==> src/rtl/mw_lmc_receiver.sv <==
// mw_lmc_receiver
// Far end of the STE microwire link. The serial clock, data and enable
// lines are synchronised into clk32, 11-bit frames are assembled MSB first,
// and {address, command, data} is decoded into LMC1992-style volume, tone
// and mix registers that feed the audio mixer.
//
// Serial interface: frames are framed by mw_en. A frame starts on an
// mw_en rising edge, takes one bit per mw_clk rising edge, and is committed
// on the mw_en falling edge. There is no back-pressure. upd/frm_err are
// one-cycle strobes that coincide with the new register contents.
module mw_lmc_receiver #(
  parameter logic [1:0] ADDR = 2'b10
) (
  input  logic       clk32,
  input  logic       reset,
  input  logic       mw_clk,
  input  logic       mw_data,
  input  logic       mw_en,
  output logic [5:0] master_vol,
  output logic [4:0] left_vol,
  output logic [4:0] right_vol,
  output logic [3:0] bass,
  output logic [3:0] treble,
  output logic [1:0] mix,
  output logic       upd,
  output logic       frm_err
);

  // Register reset values: master/left/right at 0 dB, tone flat.
  localparam logic [5:0] MASTER_MAX = 6'd40;
  localparam logic [4:0] SIDE_MAX   = 5'd20;
  localparam logic [3:0] TONE_MAX   = 4'd12;
  localparam logic [3:0] TONE_FLAT  = 4'd6;
  localparam logic [1:0] MIX_RST    = 2'b01;
  localparam logic [3:0] FRAME_BITS = 4'd11;

  // Command codes carried in sreg[8:6].
  localparam logic [2:0] CMD_MIX    = 3'b000;
  localparam logic [2:0] CMD_BASS   = 3'b001;
  localparam logic [2:0] CMD_TREBLE = 3'b010;
  localparam logic [2:0] CMD_MASTER = 3'b011;
  localparam logic [2:0] CMD_RIGHT  = 3'b100;
  localparam logic [2:0] CMD_LEFT   = 3'b101;

  typedef enum logic [1:0] {
    IDLE   = 2'd0,
    SHIFT  = 2'd1,
    COMMIT = 2'd2
  } state_t;

  // FSM state is kept as a named enum so checkers can bind to it directly.
  state_t state;
  state_t state_nxt;

  // Synchroniser chains. The third clk/en flop is the edge-detect history.
  logic clk_s1, clk_s2, clk_s3;
  logic dat_s1, dat_s2;
  logic en_s1, en_s2, en_s3;

  logic clk_rise;
  logic en_rise;
  logic en_fall;

  // Frame assembly.
  logic [10:0] sreg;
  logic [3:0]  cnt;

  // FSM control strobes.
  logic clr_frame;
  logic shift_en;

  // Commit decode.
  logic       commit;
  logic       frame_ok;
  logic       addr_hit;
  logic [2:0] cmd;
  logic [5:0] d;

  logic [5:0] master_sat;
  logic [4:0] side_sat;
  logic [3:0] tone_sat;

  logic wr_mix, wr_bass, wr_treble, wr_master, wr_right, wr_left;
  logic upd_nxt;
  logic err_nxt;

  // Two-flop synchronisers plus edge history. The enable chain resets to 1
  // so a line already high at reset release is not seen as a rising edge.
  always_ff @(posedge clk32) begin
    if (reset) begin
      clk_s1 <= 1'b0;
      clk_s2 <= 1'b0;
      clk_s3 <= 1'b0;
      dat_s1 <= 1'b0;
      dat_s2 <= 1'b0;
      en_s1  <= 1'b1;
      en_s2  <= 1'b1;
      en_s3  <= 1'b1;
    end else begin
      clk_s1 <= mw_clk;
      clk_s2 <= clk_s1;
      clk_s3 <= clk_s2;
      dat_s1 <= mw_data;
      dat_s2 <= dat_s1;
      en_s1  <= mw_en;
      en_s2  <= en_s1;
      en_s3  <= en_s2;
    end
  end

  // Data shares the clock's sync depth, so dat_s2 is aligned with clk_rise.
  assign clk_rise = clk_s2 & ~clk_s3;
  assign en_rise  = en_s2 & ~en_s3;
  assign en_fall  = ~en_s2 & en_s3;

  // FSM state register.
  always_ff @(posedge clk32) begin
    if (reset) begin
      state <= IDLE;
    end else begin
      state <= state_nxt;
    end
  end

  // FSM next-state and control strobes. A bit arriving in the same cycle as
  // the enable fall is still shifted in before COMMIT.
  always_comb begin
    state_nxt = state;
    clr_frame = 1'b0;
    shift_en  = 1'b0;
    case (state)
      IDLE: begin
        if (en_rise) begin
          clr_frame = 1'b1;
          state_nxt = SHIFT;
        end
      end
      SHIFT: begin
        if (clk_rise) begin
          shift_en = 1'b1;
        end
        if (en_fall) begin
          state_nxt = COMMIT;
        end
      end
      COMMIT: begin
        // An enable rise landing here is dropped on purpose.
        state_nxt = IDLE;
      end
      default: begin
        state_nxt = IDLE;
      end
    endcase
  end

  // Shift register and saturating bit counter.
  always_ff @(posedge clk32) begin
    if (reset || clr_frame) begin
      sreg <= 11'd0;
      cnt  <= 4'd0;
    end else if (shift_en) begin
      sreg <= {sreg[9:0], dat_s2};
      if (cnt != 4'hF) begin
        cnt <= cnt + 4'd1;
      end
    end
  end

  assign commit   = (state == COMMIT);
  assign frame_ok = (cnt == FRAME_BITS);
  assign addr_hit = (sreg[10:9] == ADDR);
  assign cmd      = sreg[8:6];
  assign d        = sreg[5:0];

  // Clamp incoming codes to each register's legal range.
  assign master_sat = (d > MASTER_MAX)        ? MASTER_MAX : d;
  assign side_sat   = (d[4:0] > SIDE_MAX)     ? SIDE_MAX   : d[4:0];
  assign tone_sat   = (d[3:0] > TONE_MAX)     ? TONE_MAX   : d[3:0];

  // Commit decode: bad length first, then foreign address, then command.
  always_comb begin
    wr_mix    = 1'b0;
    wr_bass   = 1'b0;
    wr_treble = 1'b0;
    wr_master = 1'b0;
    wr_right  = 1'b0;
    wr_left   = 1'b0;
    upd_nxt   = 1'b0;
    err_nxt   = 1'b0;
    if (commit) begin
      if (!frame_ok) begin
        err_nxt = 1'b1;
      end else if (addr_hit) begin
        case (cmd)
          CMD_MIX:    begin wr_mix    = 1'b1; upd_nxt = 1'b1; end
          CMD_BASS:   begin wr_bass   = 1'b1; upd_nxt = 1'b1; end
          CMD_TREBLE: begin wr_treble = 1'b1; upd_nxt = 1'b1; end
          CMD_MASTER: begin wr_master = 1'b1; upd_nxt = 1'b1; end
          CMD_RIGHT:  begin wr_right  = 1'b1; upd_nxt = 1'b1; end
          CMD_LEFT:   begin wr_left   = 1'b1; upd_nxt = 1'b1; end
          default:    begin end
        endcase
      end
    end
  end

  // Output registers and strobes; values hold between commits.
  always_ff @(posedge clk32) begin
    if (reset) begin
      master_vol <= MASTER_MAX;
      left_vol   <= SIDE_MAX;
      right_vol  <= SIDE_MAX;
      bass       <= TONE_FLAT;
      treble     <= TONE_FLAT;
      mix        <= MIX_RST;
      upd        <= 1'b0;
      frm_err    <= 1'b0;
    end else begin
      if (wr_mix)    mix        <= d[1:0];
      if (wr_bass)   bass       <= tone_sat;
      if (wr_treble) treble     <= tone_sat;
      if (wr_master) master_vol <= master_sat;
      if (wr_right)  right_vol  <= side_sat;
      if (wr_left)   left_vol   <= side_sat;
      upd     <= upd_nxt;
      frm_err <= err_nxt;
    end
  end

endmodule

==> config.mk <==
export PLATFORM = sky130hd
export DESIGN_NAME = mw_lmc_receiver
export DESIGN_NICKNAME = d
export VERILOG_FILES = /design/src/rtl/mw_lmc_receiver.sv
export SDC_FILE = /design/constraint.sdc
export NUM_CORES = 1
export LEC_CHECK = 0
export CAP_MARGIN = 30
export CORE_MARGIN = 10
export CORE_UTILIZATION = 36
export DETAILED_ROUTE_END_ITERATION = 7
export MAX_ROUTING_LAYER = met4
export SYNTH_ARGS = -nofsm -noshare
export SYNTH_HDL_FRONTEND = slang
export SYNTH_SLANG_ARGS = --single-unit
export TNS_END_PERCENT = 100
==> constraint.sdc <==
create_clock -name clk32 -period 1.36 [get_ports clk32]
set_input_delay 0.272 -clock clk32 [delete_from_list [all_inputs] [get_ports clk32]]
set_output_delay 0.272 -clock clk32 [all_outputs]
set_load 0.02 [all_outputs]
# After elaboration in Yosys (flattened, before gate mapping)
# Index checks and enable logic that the tools add are counted.
[word_totals] wordCells=88 output_inout_bits=28 register_bits=53 in_bits=5
[op_classes] n_reduce_logical=8 eq_ne=12 addsub=1 magnitude_cmp=3 bitwise_logic=9 mux=36
[ops] cell="1-bit 2-to-1 mux" n=30
[ops] cell="3-bit by 2-bit equality test with 1-bit output, second input constant" n=2
[ops] cell="3-bit equality test, second input constant" n=2
[ops] cell="6-bit > comparator, second input constant" n=1
[ops] cell="6-bit 2-to-1 mux" n=1
[ops] cell="1-bit inverter" n=6
[ops] cell="6-bit OR reduction" n=1
[ops] cell="5-bit > comparator, second input constant" n=1
[ops] cell="5-bit 2-to-1 mux" n=1
[ops] cell="4-bit by 1-bit adder with 4-bit output, second input constant" n=1
[ops] cell="2-bit equality test, second input constant" n=2
[ops] cell="4-bit equality test, second input constant" n=1
[ops] cell="4-bit > comparator, second input constant" n=1
[ops] cell="2-bit 2-to-1 mux" n=2
[ops] cell="4-bit 2-to-1 mux" n=1
[ops] cell="2-bit inequality test, second input constant" n=2
[ops] cell="4-bit inequality test, second input constant" n=1
[ops] cell="2-bit case mux with 2 select lines" n=1
[ops] cell="2-bit AND reduction" n=2
[ops] cell="4-bit OR reduction" n=1
[ops] cell="1-bit bitwise AND" n=3
[ops] cell="3-bit by 1-bit equality test with 1-bit output, second input constant" n=1
[ops] cell="3-bit zero test" n=1
[ops] cell="2-bit by 1-bit equality test with 1-bit output, second input constant" n=1
[ops] cell="other kinds (3)" n=3

# Logic depth before layout (Yosys ltp)
[depth] depth_word=5 ltp_mapped=5

# Least setup slack after synthesis
# No wires, ideal clock.
[synth_path] path_kind="flip-flop to flip-flop" start="register cnt[0]" end="register left_vol[2]" setup_ns=0.072 setup_slack_ns=-0.008 stages_incl_launch_ff=6 arrival_time_ns=1.296 t_required_ns=1.288 cell_sequence="dfxtp_1 -> ha_1 -> and4b_4 -> and4_4 -> buf_6 -> mux2i_1"
[synth_via] elab_chain_len=3
[synth_rtl] item="from (decl)" line_no="66" text="logic [3:0] cnt;"
[synth_rtl] item="from (signal assigned)" line_no="164" text="cnt <= cnt + 4'd1;"
[synth_rtl] item="4-bit equality test" line_no="170" text="assign frame_ok = (cnt == FRAME_BITS);"
[synth_rtl] item="1-bit 2-to-1 mux" line_no="191" text="if (!frame_ok) begin"
[synth_rtl] item="1-bit 2-to-1 mux" line_no="190" text="if (commit) begin"
[synth_rtl] item="to (signal assigned)" line_no="224" text="if (wr_left) left_vol <= side_sat;"
[synth_rtl] item="to (decl)" line_no="20" text="output logic [4:0] left_vol,"
# No other way between the ends.
# A chain may end at the register's enable or synchronous reset.

# Worst setup path in the final report
[layout_path] start="register cnt[1]" end="register cnt[0]"
[layout_via] elab_chain_len=2
[layout_rtl] item="4-bit inequality test" line_no="163" text="if (cnt != 4'hF) begin"
[layout_rtl] item="2-bit AND reduction (no line)"
# No other way between the ends.

==> out/metrics.yaml <==
synth_cells: 221
grt_pass1_vias: 1582
clk_latency_ns: 0.32
min_period_ns: 1.33
cp_max_fo: 5
whs_ns: 0.439
die_w_um: 96.6
h-tree-depth: 2
gr-usage-met3_pct: 3.55
dpl_worst_slack_ns: -0.160
outcome: "finished, final reports clean"
synth_area_mm2: 0.00211
fin_area_mm2: 0.00276
fin_crit_sh_pct: 97.6
synth_edf_count: 0
fin_tns_setup_ns: 0
ys_warn_count: 0
antenna_cells: 0
hold_class: "register to register"
ant_nets: 0
slowest_stage: "dfxtp_2"
synthTopCellsByCount: "dfxtp_1 (53), nand2_1 (42), mux2i_1 (26)"
cts.root.buffer_cell: "clkbuf_8"
yosysMostFrequentCell: "dfxtp_1"
io_pins: 33
drt_iter0_drc: 64
grt_max_degree: 26
antenna_found_initial: 0
max_stage_delay_ns: 0.35
max-vdd-ir-drop_v: 0.000660
die_area_mm2: 0.00933
yosysTopAreaCellShare_pct: 50.3
maxCapViolCount: 0
final_util_pct: 49.2
syn2layout_area_growth_pct: 30.6
cts_sinks: 53
clk_pin_slew_worst_paths_ns: 0.10
remaining_drc_errors: 0
worst_slack_ns: 0.0321
power_mw: 2.60
clockBufferDepth: 2
end_kind: "register"
drive_gt1_share_pct: 18.5
final-max-slew-violation-count: 0
die_h_um: 96.6
numPortBuffers: 32
met1_usage_pct: 13.7
synth.avg_cell_area_um2: 9.55
cts_tree: "done"
power.leakage_nw: 1.16
grt_usage_pct: 10.7
ys_ff_latch: 53
cp_num_buf_inv: 1
grt_pass1_wl_mm: 7.65
startpoint_type: "register"
wl_per_cell_um: 13.9
grt_setup_unrepaired: "true"
arrival_ns: 1.57
rows: 27
placed_cells: 333
yosys-top-cells-area: "dfxtp_1 (50%), mux2i_1 (12%), nand2_1 (7.5%)"
synth_largest_area_cell: "dfxtp_1"
post_drt_via_cell_ratio: 4.87
clock.fmax_mhz: 753
synth-seq-area-share_pct: 50.3
required_ns: 1.61
dpl.hpwl_mm: 3.43
finClkSkew_ns: 0.0114
hold_viol: 0
finalSetupViolCount: 0
cpLargestDelayFamily: "simple AND/OR/NAND/NOR gates"
globalplace.congestion: 0.764
met2_usage_pct: 16.0
vias: 1669
coreArea_mm2: 0.00561
worstPathCellList: "ha_4 > buf_4 > and3_4 > or3_1 > a21oi_2"
fin_cells: 343
async_flop_share_pct: 0
cts_buffers: 5
maxSlewHeadroom_pct: 77.7
place_area_mm2: 0.00263
final_nets: 276
synth.net_count: 227
top_usage_layer: "met2"
wl_mm: 4.77
worst_pin_slew_ns: 0.334
first_pass_iters: 5
path_class: "register to register"
synth_cell_types: 36
grt_overflow_total: 0
power.density_mw_per_mm2: 942
holdBufCountCts: 0
ys.flop_type: "dfxtp_1"
start_util_pct: 37.6
-- kinds of logic (layout without fill, tap and decap cells) --
family | after synthesis | after routing | share of synthesized area (%)
AO/OA/AOI/OAI | 25 | 25 | 7.35
adder cells (fa/ha/maj) | 2 | 2 | 1.07
buffers and inverters | 15 | 65 | 3.44
flip-flops | 53 | 53 | 50.3
multiplexers | 26 | 26 | 12.3
AND/OR/NAND/NOR | 100 | 100 | 25.5
-- cell usage in the layout, fill, tap and decap left out, drive strengths merged, types with 2 or more instances in the layout --
master and instances:
dfxtp 53, nand2 42, dlygate4sd2 27, mux2i 26, buf 22, a21oi 17
nor2 16, nand3 8, nor2b 6, clkbuf 5, nand3b 4, o21ai 4
clkdlybuf4s50 4, nor3 3, or2 3, and3 3, inv 3, nand4 3
and4bb 2, a211oi 2, or3 2, clkinv 2, and4 2
-- sequential cells by signal (all words and copies together), names as in the netlist --
signal	cells
mix	2
master_vol	6
frm_err	1
dat_s2	1
upd	1
right_vol	5
dat_s1	1
state	2
bass	4
clk_s2	1
cnt	4
sreg	11
en_s3	1
en_s2	1
treble	4
en_s1	1
clk_s1	1
clk_s3	1
left_vol	5
-- worst register-to-register path, cell delays in order (launching register included) --
cell	delay, ns
dfxtp_2	0.35
ha_4	0.16
buf_4	0.14
and3_4	0.18
or3_1	0.32
a21oi_2	0.12
-- worst paths after layout --
check / start / to / slack (ns) / cells after the start
max reg2reg: cnt[1]$_SDFFE_PP0P_ / cnt[0]$_SDFFE_PP0P_ / 0.03 / 5
max: cnt[1]$_SDFFE_PP0P_ / cnt[0]$_SDFFE_PP0P_ / 0.03 / 5
min: dat_s2$_SDFF_PP0_ / sreg[0]$_SDFFE_PP0P_ / 0.44 / 2
min reg2reg: dat_s2$_SDFF_PP0_ / sreg[0]$_SDFFE_PP0P_ / 0.44 / 2
-- layer usage --
| metal | vias up | wire length (um) |
|---|---|---|
| li1 | 853 | - |
| met1 | 783 | 2360 |
| met2 | 30 | 2130 |
| met3 | 3 | 269 |
| met4 | 0 | 14 |
| met5 | - | 0 |
-- repair_timing --
item,4_1_cts,5_1_grt
pin swaps,2,5
buffers inserted,1,1
gates resized for setup,34,6
setup endpoints to repair,52,31
-- power breakdown --
group / internal, mW / switching (mW)
Clock: 0.373 / 0.553
Combinational: 0.0510 / 0.0525
Sequential: 1.56 / 0.00800
Total: 1.98 / 0.613
-- final cells by class --
cell class	count	area, um2
clock inverters	3	25.0
multi-input cells	153	1010
clock buffers	5	68.8
flip-flops and latches	53	1070
inverters	3	11.3
well taps	72	90.1
fillers	569	2850
repair buffers	54	477
Power figures use the tool's default switching activity.
==> variant 1, RTL diff (config.mk and constraints unchanged) <==
The 3 states of `state_t` get a one-hot encoding in 3 bits.
--- a/src/rtl/mw_lmc_receiver.sv
+++ b/src/rtl/mw_lmc_receiver.sv
@@ -43,8 +43,8 @@
   localparam logic [2:0] CMD_LEFT   = 3'b101;
 
-  typedef enum logic [1:0] {
-    IDLE   = 2'd0,
-    SHIFT  = 2'd1,
-    COMMIT = 2'd2
+  typedef enum logic [2:0] {
+    IDLE   = 3'b001,
+    SHIFT  = 3'b010,
+    COMMIT = 3'b100
   } state_t;
 
Function: no difference found for any inputs over 10 cycles, from zero or initial values and one cycle with reset high; not proved beyond that.
==> variant 1 against the unedited design <==
Setup slack worse by 0.022 ns; hold slack worse by 0.022 ns; total power up 0.27%; area after synthesis up 3.7%; cell area up 8.8%; sequential cell count up 1; maximum frequency down 1.6%; routed wire length up 7.1%; critical endpoint is now mix[1]$_SDFFE_PP0P_.
==> variant 1: results (changes against the unedited design) <==
| Metric | Value |
|---|---|
| Grt met2 use | `0.170 (was 0.160)` |
| Status | `completed (unchanged)` |
| Number of global-route vias before repair | `1816 (was 1582)` |
| Register area share after synthesis | `0.494 (was 0.503)` |
| Fillers | `563 (was 569)` |
| Synth area leaders | `dfxtp_1, mux2i_1, nand2_1, a21oi_1, o21ai_0 (was dfxtp_1, mux2i_1, nand2_1, a21oi_1, nor2_1)` |
| PwrDens | `869 mW/mm^2 (was 942 mW/mm^2)` |
| GRT Total Usage | `0.106 (was 0.107)` |
| Clock Power Share | `0.346 (was 0.356)` |
| Routed WL | `5110 um (was 4770 um)` |
| Global-route wire length before repair | `8520 um (was 7650 um)` |
| Worst Path Max Fanout | `7 (was 5)` |
| Grt met3 use | `0.0254 (was 0.0355)` |
| Max Clock Skew | `0.0153 ns (was 0.0114 ns)` |
| Half-perimeter wire length after placement | `3700 um (was 3430 um)` |
| Post-Route M1 WL | `2500 um (was 2360 um)` |
| DRT iter0 DRCs | `92 (was 64)` |
| Post-DP Area | `0.00284 mm^2 (was 0.00263 mm^2)` |
| F_max | `741 MHz (was 753 MHz)` |
| Post-synthesis adder-cell area fraction | `0.00571 (was 0.0107)` |
| Synthesized instance count | `235 (was 221)` |
| Synth top cells by count | `dfxtp_1, mux2i_1, nand2_1, nor2_1 (was dfxtp_1, nand2_1, mux2i_1, a21oi_1, nor2_1)` |
| Reg2reg setup slack | `0.01 ns (was 0.03 ns)` |
| Cells after DPL | `358 (was 333)` |
| Register-to-Register Path Depth | `4 (was 5)` |
| Avg Vias per Cell | `5.00 (was 4.87)` |
| Global routing usage on met1 | `0.127 (was 0.137)` |
| Critical R2R Capture | `mix[1]$_SDFFE_PP0P_ (was cnt[0]$_SDFFE_PP0P_)` |
| Largest net degree at the start of global routing | `21 (was 26)` |
| Netlist cell types | `38 (was 36)` |
| Worst R2R Start | `cnt[0]$_SDFFE_PP0P_ (was cnt[1]$_SDFFE_PP0P_)` |
| Hold WS | `0.416 ns (was 0.439 ns)` |
| Met2 Wirelength | `2330 um (was 2130 um)` |
| Compound-gate portion of the synthesized area | `0.103 (was 0.0735)` |
| Place WS | `-0.170 ns (was -0.160 ns)` |
variant 1: layout make-up:
class                   instances  area [um^2]  area share
clock buffers                   5         68.8      0.0230
clock inverters                 3         21.3     0.00710
inverters                       2         7.51     0.00250
multi-input cells             162         1110       0.371
flip-flops and latches         54         1090       0.364
well taps                      75         93.8      0.0313
repair buffers                 69          603       0.201
variant 1: worst min-delay path by stage:
stage | start | end | cells after the start
5_1_grt | en_s1$_SDFF_PP1_ | en_s2$_SDFF_PP1_ | 1
4_1_cts | en_s1$_SDFF_PP1_ | en_s2$_SDFF_PP1_ | 1
3_3_place_gp | en_s1$_SDFF_PP1_ | en_s2$_SDFF_PP1_ | 1
3_5_place_dp | en_s1$_SDFF_PP1_ | en_s2$_SDFF_PP1_ | 1
2_1_floorplan | mw_en | en_s1$_SDFF_PP1_ | 1
6_report | en_s1$_SDFF_PP1_ | en_s2$_SDFF_PP1_ | 1
variant 1: what timing repair did:
item	in CTS	in global routing
pin swaps	6	3
setup buffers	2	2
resized for setup	34	12
setup endpoints to repair	63	23
==> variant 2, RTL diff (config.mk and constraints unchanged) <==
Made on the original files. The localparam `SIDE_MAX` goes from 5'd20 to 5'd16.
--- a/src/rtl/mw_lmc_receiver.sv
+++ b/src/rtl/mw_lmc_receiver.sv
@@ -29,5 +29,5 @@
   // Register reset values: master/left/right at 0 dB, tone flat.
   localparam logic [5:0] MASTER_MAX = 6'd40;
-  localparam logic [4:0] SIDE_MAX   = 5'd20;
+  localparam logic [4:0] SIDE_MAX   = 5'd16;
   localparam logic [3:0] TONE_MAX   = 4'd12;
   localparam logic [3:0] TONE_FLAT  = 4'd6;
Function: changed (a bounded check fails within 4 cycles, from zero or initial values and one cycle with reset high).
==> variant 2 against the unedited design <==
Total power down 4.9%; largest cell class is now multi-input gates; sequential cell count unchanged; routed wire length up 11%; critical endpoint is now right_vol[1]$_SDFFE_PP0P_; area after synthesis up 9.0%; setup slack better by 0.016 ns; clock skew down 0.0054 ns; hold slack worse by 0.021 ns; cell area up 5.4%.
==> variant 2: results (changes against the unedited design) <==
| Metric | Value |
|---|---|
| Hold EP | `en_s2$_SDFF_PP1_ (was sreg[0]$_SDFFE_PP0P_)` |
| Sw Pwr | `0.531 mW (was 0.613 mW)` |
| Share of layout cells above drive strength 1 | `0.193 (was 0.185)` |
| Synth top cells by count | `dfxtp_1, nand2_1, a21oi_1, nand4_1, o31ai_1 (was dfxtp_1, nand2_1, mux2i_1, a21oi_1, nor2_1)` |
| Netlist cell types | `43 (was 36)` |
| Delay-heaviest family, CP | `flip-flops (was simple AND/OR/NAND/NOR gates)` |
| RD Place Congestion | `0.794 (was 0.764)` |
| Number of global-route vias before repair | `1811 (was 1582)` |
| Hold Path Origin | `en_s1$_SDFF_PP1_ (was dat_s2$_SDFF_PP0_)` |
| Status | `completed (unchanged)` |
| Post-synthesis adder-cell area fraction | `0.00979 (was 0.0107)` |
| CP Capture Point | `right_vol[1]$_SDFFE_PP0P_ (was cnt[0]$_SDFFE_PP0P_)` |
| PwrDens | `850 mW/mm^2 (was 942 mW/mm^2)` |
| Non-CTS buffers | `60 (was 54)` |
| LEAKAGE | `1.14 nW (was 1.16 nW)` |
| Seq_cells | `53 (unchanged)` |
| Global routing usage on met1 | `0.134 (was 0.137)` |
| Grt met2 use | `0.171 (was 0.160)` |
| ClkCell Share | `0.0254 (was 0.0340)` |
| Multi-input logic portion of the cell area | `0.395 (was 0.368)` |
| Synth area leaders | `dfxtp_1, a21oi_1, nand2_1, mux2i_1, o31ai_1 (was dfxtp_1, mux2i_1, nand2_1, a21oi_1, nor2_1)` |
| Max Clock Skew | `0.00601 ns (was 0.0114 ns)` |
| Worst Path Max Fanout | `9 (was 5)` |
| Met2 Wirelength | `2420 um (was 2130 um)` |
| Hold depth | `1 (was 2)` |
| Avg Vias per Cell | `5.12 (was 4.87)` |
| Post-Route M1 WL | `2590 um (was 2360 um)` |
| Routed WL | `5280 um (was 4770 um)` |
| Largest net degree at the start of global routing | `18 (was 26)` |
| GRT Total Usage | `0.109 (was 0.107)` |
| Worst Tran Pin Value | `0.412 ns (was 0.334 ns)` |
| DRT iter0 DRCs | `74 (was 64)` |
## variant 2: changes by cell type in the layout (fill, tap and decap cells not counted), moves of 6 or more
cell / delta
nand4_1: +10
nor2_1: -9
a21oi_1: +12
o31ai_1: +10
nand2_1: -8
mux2i_1: -16
buf_4: +6
## variant 2: per-stage QoR
| stage | setup TNS (ns) | setup slack (ns) | std cells | hold slack, ns | area (um^2) |
|---|---|---|---|---|---|
| after global routing | -0.508 | -0.0664 | 367 | 0.430 | 2910 |
| after global placement | -0.591 | -0.0445 | 360 | 0.398 | 2780 |
| after floorplan | 0 | 0.0240 | 244 | 0.376 | 2300 |
| after detailed placement | -1.27 | -0.0693 | 360 | 0.398 | 2780 |
| after CTS | 0 | 0.0129 | 368 | 0.422 | 2870 |
| final | 0 | 0.0477 | 367 | 0.417 | 2910 |
